**src/rtl/uart_tx_fifo.sv**
```systemverilog
// uart_tx_fifo: byte FIFO feeding an 8N1 UART transmitter for the host link.
// Software polls tbre/tsre, writes bytes with wr_en, and frames leave on tx.
module uart_tx_fifo #(
    parameter int unsigned CLK_DIV    = 96,
    parameter int unsigned FIFO_DEPTH = 4
) (
    input  logic       clk,
    input  logic       rst,
    input  logic       wr_en,
    input  logic [7:0] wr_data,
    output logic       tx,
    output logic       tbre,
    output logic       tsre,
    output logic       full
);

    localparam int unsigned CW = (CLK_DIV > 1) ? $clog2(CLK_DIV) : 1;
    localparam int unsigned AW = (FIFO_DEPTH > 1) ? $clog2(FIFO_DEPTH) : 1;
    localparam logic [CW-1:0] BAUD_LAST = CW'(CLK_DIV - 1);
    localparam logic [AW:0]   FULL_CNT  = (AW + 1)'(FIFO_DEPTH);

    typedef enum logic [1:0] {IDLE, START, DATA, STOP} state_t;

    state_t          state;
    logic [7:0]      mem [FIFO_DEPTH];
    logic [AW-1:0]   rd_ptr;
    logic [AW-1:0]   wr_ptr;
    logic [AW:0]     count;
    logic [AW:0]     count_nx;
    logic [CW-1:0]   baud;
    logic [2:0]      bit_idx;
    logic [2:0]      bit_nx;
    logic [7:0]      shift;
    logic            push;
    logic            pop;
    logic            baud_done;
    logic            going_idle;

    assign full      = (count == FULL_CNT);
    assign tbre      = ~full;
    assign push      = wr_en && !full;
    assign baud_done = (baud == BAUD_LAST);
    assign bit_nx    = bit_idx + 3'd1;

    // Pop decision, FIFO occupancy after this edge, and whether the FSM lands in IDLE.
    always_comb begin
        pop        = 1'b0;
        going_idle = 1'b0;
        count_nx   = count;
        if (count != '0) begin
            if (state == IDLE || (state == STOP && baud_done))
                pop = 1'b1;
        end
        if (state == IDLE && !pop)
            going_idle = 1'b1;
        if (state == STOP && baud_done && !pop)
            going_idle = 1'b1;
        if (push && !pop)
            count_nx = count + 1'b1;
        else if (!push && pop)
            count_nx = count - 1'b1;
    end

    // Buffer storage; no reset needed since pointers and count define validity.
    always_ff @(posedge clk) begin
        if (push)
            mem[wr_ptr] <= wr_data;
    end

    // FIFO bookkeeping plus transmit FSM with registered tx and tsre.
    always_ff @(posedge clk) begin
        if (rst) begin
            state   <= IDLE;
            rd_ptr  <= '0;
            wr_ptr  <= '0;
            count   <= '0;
            baud    <= '0;
            bit_idx <= '0;
            shift   <= '0;
            tx      <= 1'b1;
            tsre    <= 1'b1;
        end else begin
            count <= count_nx;
            tsre  <= going_idle && (count_nx == '0);
            if (push)
                wr_ptr <= wr_ptr + 1'b1;
            if (pop) begin
                shift  <= mem[rd_ptr];
                rd_ptr <= rd_ptr + 1'b1;
            end
            // tx is loaded with the level of the state being entered, so it
            // changes on the same edge as the state register.
            case (state)
                IDLE: begin
                    baud <= '0;
                    tx   <= 1'b1;
                    if (pop) begin
                        state <= START;
                        tx    <= 1'b0;
                    end
                end
                START: begin
                    if (baud_done) begin
                        baud    <= '0;
                        bit_idx <= '0;
                        state   <= DATA;
                        tx      <= shift[0];
                    end else begin
                        baud <= baud + 1'b1;
                    end
                end
                DATA: begin
                    if (baud_done) begin
                        baud <= '0;
                        if (bit_idx == 3'd7) begin
                            state <= STOP;
                            tx    <= 1'b1;
                        end else begin
                            bit_idx <= bit_nx;
                            tx      <= shift[bit_nx];
                        end
                    end else begin
                        baud <= baud + 1'b1;
                    end
                end
                STOP: begin
                    if (baud_done) begin
                        baud <= '0;
                        if (pop) begin
                            state <= START;
                            tx    <= 1'b0;
                        end else begin
                            state <= IDLE;
                            tx    <= 1'b1;
                        end
                    end else begin
                        baud <= baud + 1'b1;
                    end
                end
                default: begin
                    state <= IDLE;
                    tx    <= 1'b1;
                end
            endcase
        end
    end

endmodule

```
**config.mk**
```make
export PLATFORM = sky130hd
export DESIGN_NAME = uart_tx_fifo
export DESIGN_NICKNAME = d
export VERILOG_FILES = /design/src/rtl/uart_tx_fifo.sv
export SDC_FILE = /design/constraint.sdc
export NUM_CORES = 1
export LEC_CHECK = 0
export ABC_AREA = 1
export CAP_MARGIN = 15
export CORE_ASPECT_RATIO = 0.75
export CORE_MARGIN = 3
export CORE_UTILIZATION = 50
export DETAILED_ROUTE_END_ITERATION = 10
export PLACE_DENSITY = 0.69
export SLEW_MARGIN = 20
export SYNTH_ARGS = -nofsm -noshare
export SYNTH_HDL_FRONTEND = slang
export SYNTH_SLANG_ARGS = --single-unit
```
**constraint.sdc**
```tcl
create_clock -name clk -period 2.05 [get_ports clk]
set_input_delay 0.3075 -clock clk [delete_from_list [all_inputs] [get_ports clk]]
set_output_delay 0.3075 -clock clk [all_outputs]
set_load 0.01 [all_outputs]
```
==> flow_summary.rst <==
.. list-table::
   :header-rows: 1

   * - Metric
     - Value
   * - Count of buffers from port buffering
     - 14
   * - Critical Path Fanout Max
     - 4
   * - Via count of the first global-routing pass
     - 1858
   * - Initial core utilization
     - 53.83%
   * - Worst-case clock buffer depth
     - 2
   * - Transition time at the pin with the least slew margin
     - 470.2 ps
   * - Cells taking the most area after synthesis
     - edfxtp_1 (35%), dfxtp_1 (21%), ha_1 (6.8%), nor2_1 (6.7%), o21ai_0 (4.9%)
   * - Top achievable clock speed
     - 0.5138 GHz
   * - Final TNS setup
     - 0 ps
   * - FFs w/ async S/R, synth
     - 0%
   * - Complex-gate fraction of the synthesized area
     - 11.59%
   * - Peak ir drop on the vdd network
     - 0.8341 mV
   * - Cell with the most instances after synthesis
     - nor2_1
   * - Number of buffers created by CTS
     - 9
   * - Post-DR vias/cell
     - 4.992
   * - Number of levels in the clock H-tree
     - 3
   * - Skew-Pair Late Insertion Delay
     - 330 ps
   * - Post-synthesis cell type with the largest combined area
     - edfxtp_1
   * - Cell mode on critical path
     - inv_1
   * - Top-area cell type share of the netlist area
     - 35.05%
   * - Nature of the critical path endpoint
     - output port
   * - Worst clock skew
     - 5.441 ps
   * - Number of buffers inserted by hold repair at cts
     - 0
   * - Clock slew at the register clock pins of the worst setup and hold paths
     - 70 ps
   * - Post-synth top cells
     - nor2_1 (49), nand2_1 (34), edfxtp_1 (32)
   * - Combinational family with the most area after synthesis
     - simple AND/OR/NAND/NOR gates
   * - Fraction of synthesized cell area in xor and xnor cells
     - 0.9585%
   * - Via total after detailed routing
     - 1952
   * - Area of the mapped netlist
     - 2741 um2
   * - Basic-gate share of the synthesized area counting and, or, nand and nor cells
     - 18.53%
   * - Count of pins over their slew limit
     - 0
   * - Post-CTS Setup Inserts
     - 0
   * - Final worst path period share
     - 94.95%
   * - Standard cell core area
     - 5092 um2
   * - Congestion Overflow GR
     - 0
   * - Most frequently used flop master after synthesis
     - edfxtp_1
   * - Yosys synthesis warning count
     - 0
   * - Final #Nets
     - 340
   * - Vert. Die Dim
     - 70.13 um
   * - Arrival time of the worst setup path
     - 1640 ps
   * - Synthesized Nets
     - 316
   * - Drt initial violations
     - 116
   * - Slew HR
     - 68.38%
   * - Area taken by flip-flops and latches
     - 1541 um2
   * - Ports
     - 15
   * - Number of standard cells after synthesis
     - 290
   * - Fill cell total of the finished layout
     - 441
   * - Setup repair after global routing missed its margin
     - false
   * - Distinct cell type count of the synthesized netlist
     - 36
   * - EDFF count, synth
     - 32
   * - Share of synthesized area occupied by flip-flops and latches
     - 56.23%
   * - Share of cells above drive strength 1
     - 10.34%
   * - Wire length of the first global-routing pass
     - 8.728 mm
   * - RD Place Congestion
     - 0.8286
   * - Area delta synth->final
     - 15.88%
   * - Adder-Cell Fraction of Synth Area
     - 6.846%
   * - Kind of critical path
     - flop to output port
   * - Critical path's largest stage delay
     - 530 ps
   * - Count of standard-cell rows
     - 22
   * - First-pass iteration count of the detailed router
     - 4
   * - Leakage power figure
     - 1.259 nW
   * - Sink Count
     - 61
   * - Cell type of the slowest stage on the worst timing path
     - clkdlybuf4s50_1
   * - Type of the tightest min-delay check
     - flop to flop
   * - Critical Path Source Type
     - flop
   * - Number of failing hold endpoints at the final stage
     - 0
   * - Post-synthesis register bit count
     - 61
   * - Syn Area/Cell
     - 9.453 um2
   * - Power per unit of standard cell area
     - 1232 nW/um2
   * - Total die area
     - 6416 um2
   * - Max-cap check violation count
     - 0
   * - Post-layout min period
     - 1946 ps
   * - Number of cells in the design after placement
     - 375
   * - Combined area of the multi-input logic cells
     - 1052 um2
   * - Drt drc
     - 0
   * - DIE WIDTH
     - 91.50 um
   * - Outcome
     - finished clean
   * - Cells along the critical path
     - inv_1 > ha_4 > nand2_2 > inv_1 > clkdlybuf4s50_1
   * - DRT Wirelength
     - 5.136 mm
   * - Total routing usage reported by global routing
     - 17.94%
   * - Initial antenna violation count
     - 0
   * - Data required time of the critical path
     - 1740 ps
   * - Avg WL per Cell
     - 13.14 um
   * - Maximum number of pins on one net before global-route repair
     - 18
   * - Detail Placement HPWL
     - 3.523 mm
   * - Clock Root Buffer
     - clkbuf_8
   * - Antenna diodes
     - 0
   * - Final setup fails
     - 0
   * - CTS tree
     - built
   * - Multiplexer share of the synthesized area
     - 0%
   * - Number of standard cells in the final layout excluding fillers
     - 391
   * - DRT antenna net count
     - 0
-- final timing paths --
path,from,end,slack [ps],cells after the start
max,count[0],full,100,5
min,baud[0],baud[0],460,1
max reg2reg,count[0],tsre,280,12
min reg2reg,baud[0],baud[0],460,1
-- per-layer routing --
layer | GRT usage (%) | wire length (um)
met2 | 25.83 | 2241
met1 | 24.09 | 2628
met5 | 0 | 0
met4 | 6.355 | 35
met3 | 7.643 | 230
-- through the flow --
step	power, mW	setup slack, ps	util (%)	cell area, um2	hold WS (ps)
finish	3.913	103.6	62.38	3177	460.6
global route	4.218	12.49	62.38	3177	499.8
CTS	3.917	33.47	62.14	3164	465.6
detailed placement	2.912	257.7	58.55	2982	450.0
global placement	2.885	298.0	58.55	2982	431.1
floorplan	2.592	319.2	-	2741	406.4
-- what timing repair did --
action / CTS / global route
resized for setup: 0 / 2
hold endpoints to repair: 0 / 0
setup endpoints to repair: 0 / 2
-- flip-flops by register name, summed over array words and instances (netlist names), 2 cells and up --
| register | cells |
|---|---|
| wr_ptr | 2 |
| shift | 8 |
| rd_ptr | 2 |
| state | 2 |
| count | 3 |
| baud | 7 |
| bit_idx | 3 |
| mem | 32 |
-- layout make-up --
cell class	instances	area share, %
Clock inverter	5	1.615
Sequential cell	61	48.52
Clock buffer	11	4.135
Tap cell	72	2.836
Timing Repair Buffer	21	6.065
Inverter	31	3.702
Multi-Input combinational cell	190	33.12
-- power breakdown --
| part | leakage, nW | internal (mW) | switching (mW) | total (mW) |
|---|---|---|---|---|
| Clock | 0.0907 | 0.553 | 0.437 | 0.990 |
| Sequential | 0.532 | 1.49 | 0.101 | 1.59 |
| Combinational | 0.637 | 0.502 | 0.834 | 1.34 |
| Total | 1.26 | 2.54 | 1.37 | 3.91 |
-- worst max-delay path: cells and delay by family, from the launching register on --
family / cells / cell delay, ps
fa+ha+maj: 1 / 180
buf+inv: 3 / 740
flops: 1 / 330
simple gates: 1 / 70
-- layout by cell type (no fill, tap or decap), drive strengths merged, types with 2 or more instances in the layout --
cell	instances
edfxtp	32
nor2	50
inv	29
o21ai	29
nor3	2
clkbuf	11
ha	15
dfxtp	29
clkdlybuf4s50	14
a21oi	17
a31oi	8
clkinv	5
nand3	17
buf	7
nand2	39
xor2	2
-- kinds of logic (layout without fill, tap and decap cells) --
group / count (synthesis) / after routing
simple gates: 113 / 113
flops: 61 / 61
compound gates: 59 / 59
buf+inv: 39 / 68
fa+ha+maj: 15 / 15
xor+xnor: 3 / 3
(Power assumes the default switching activity.)
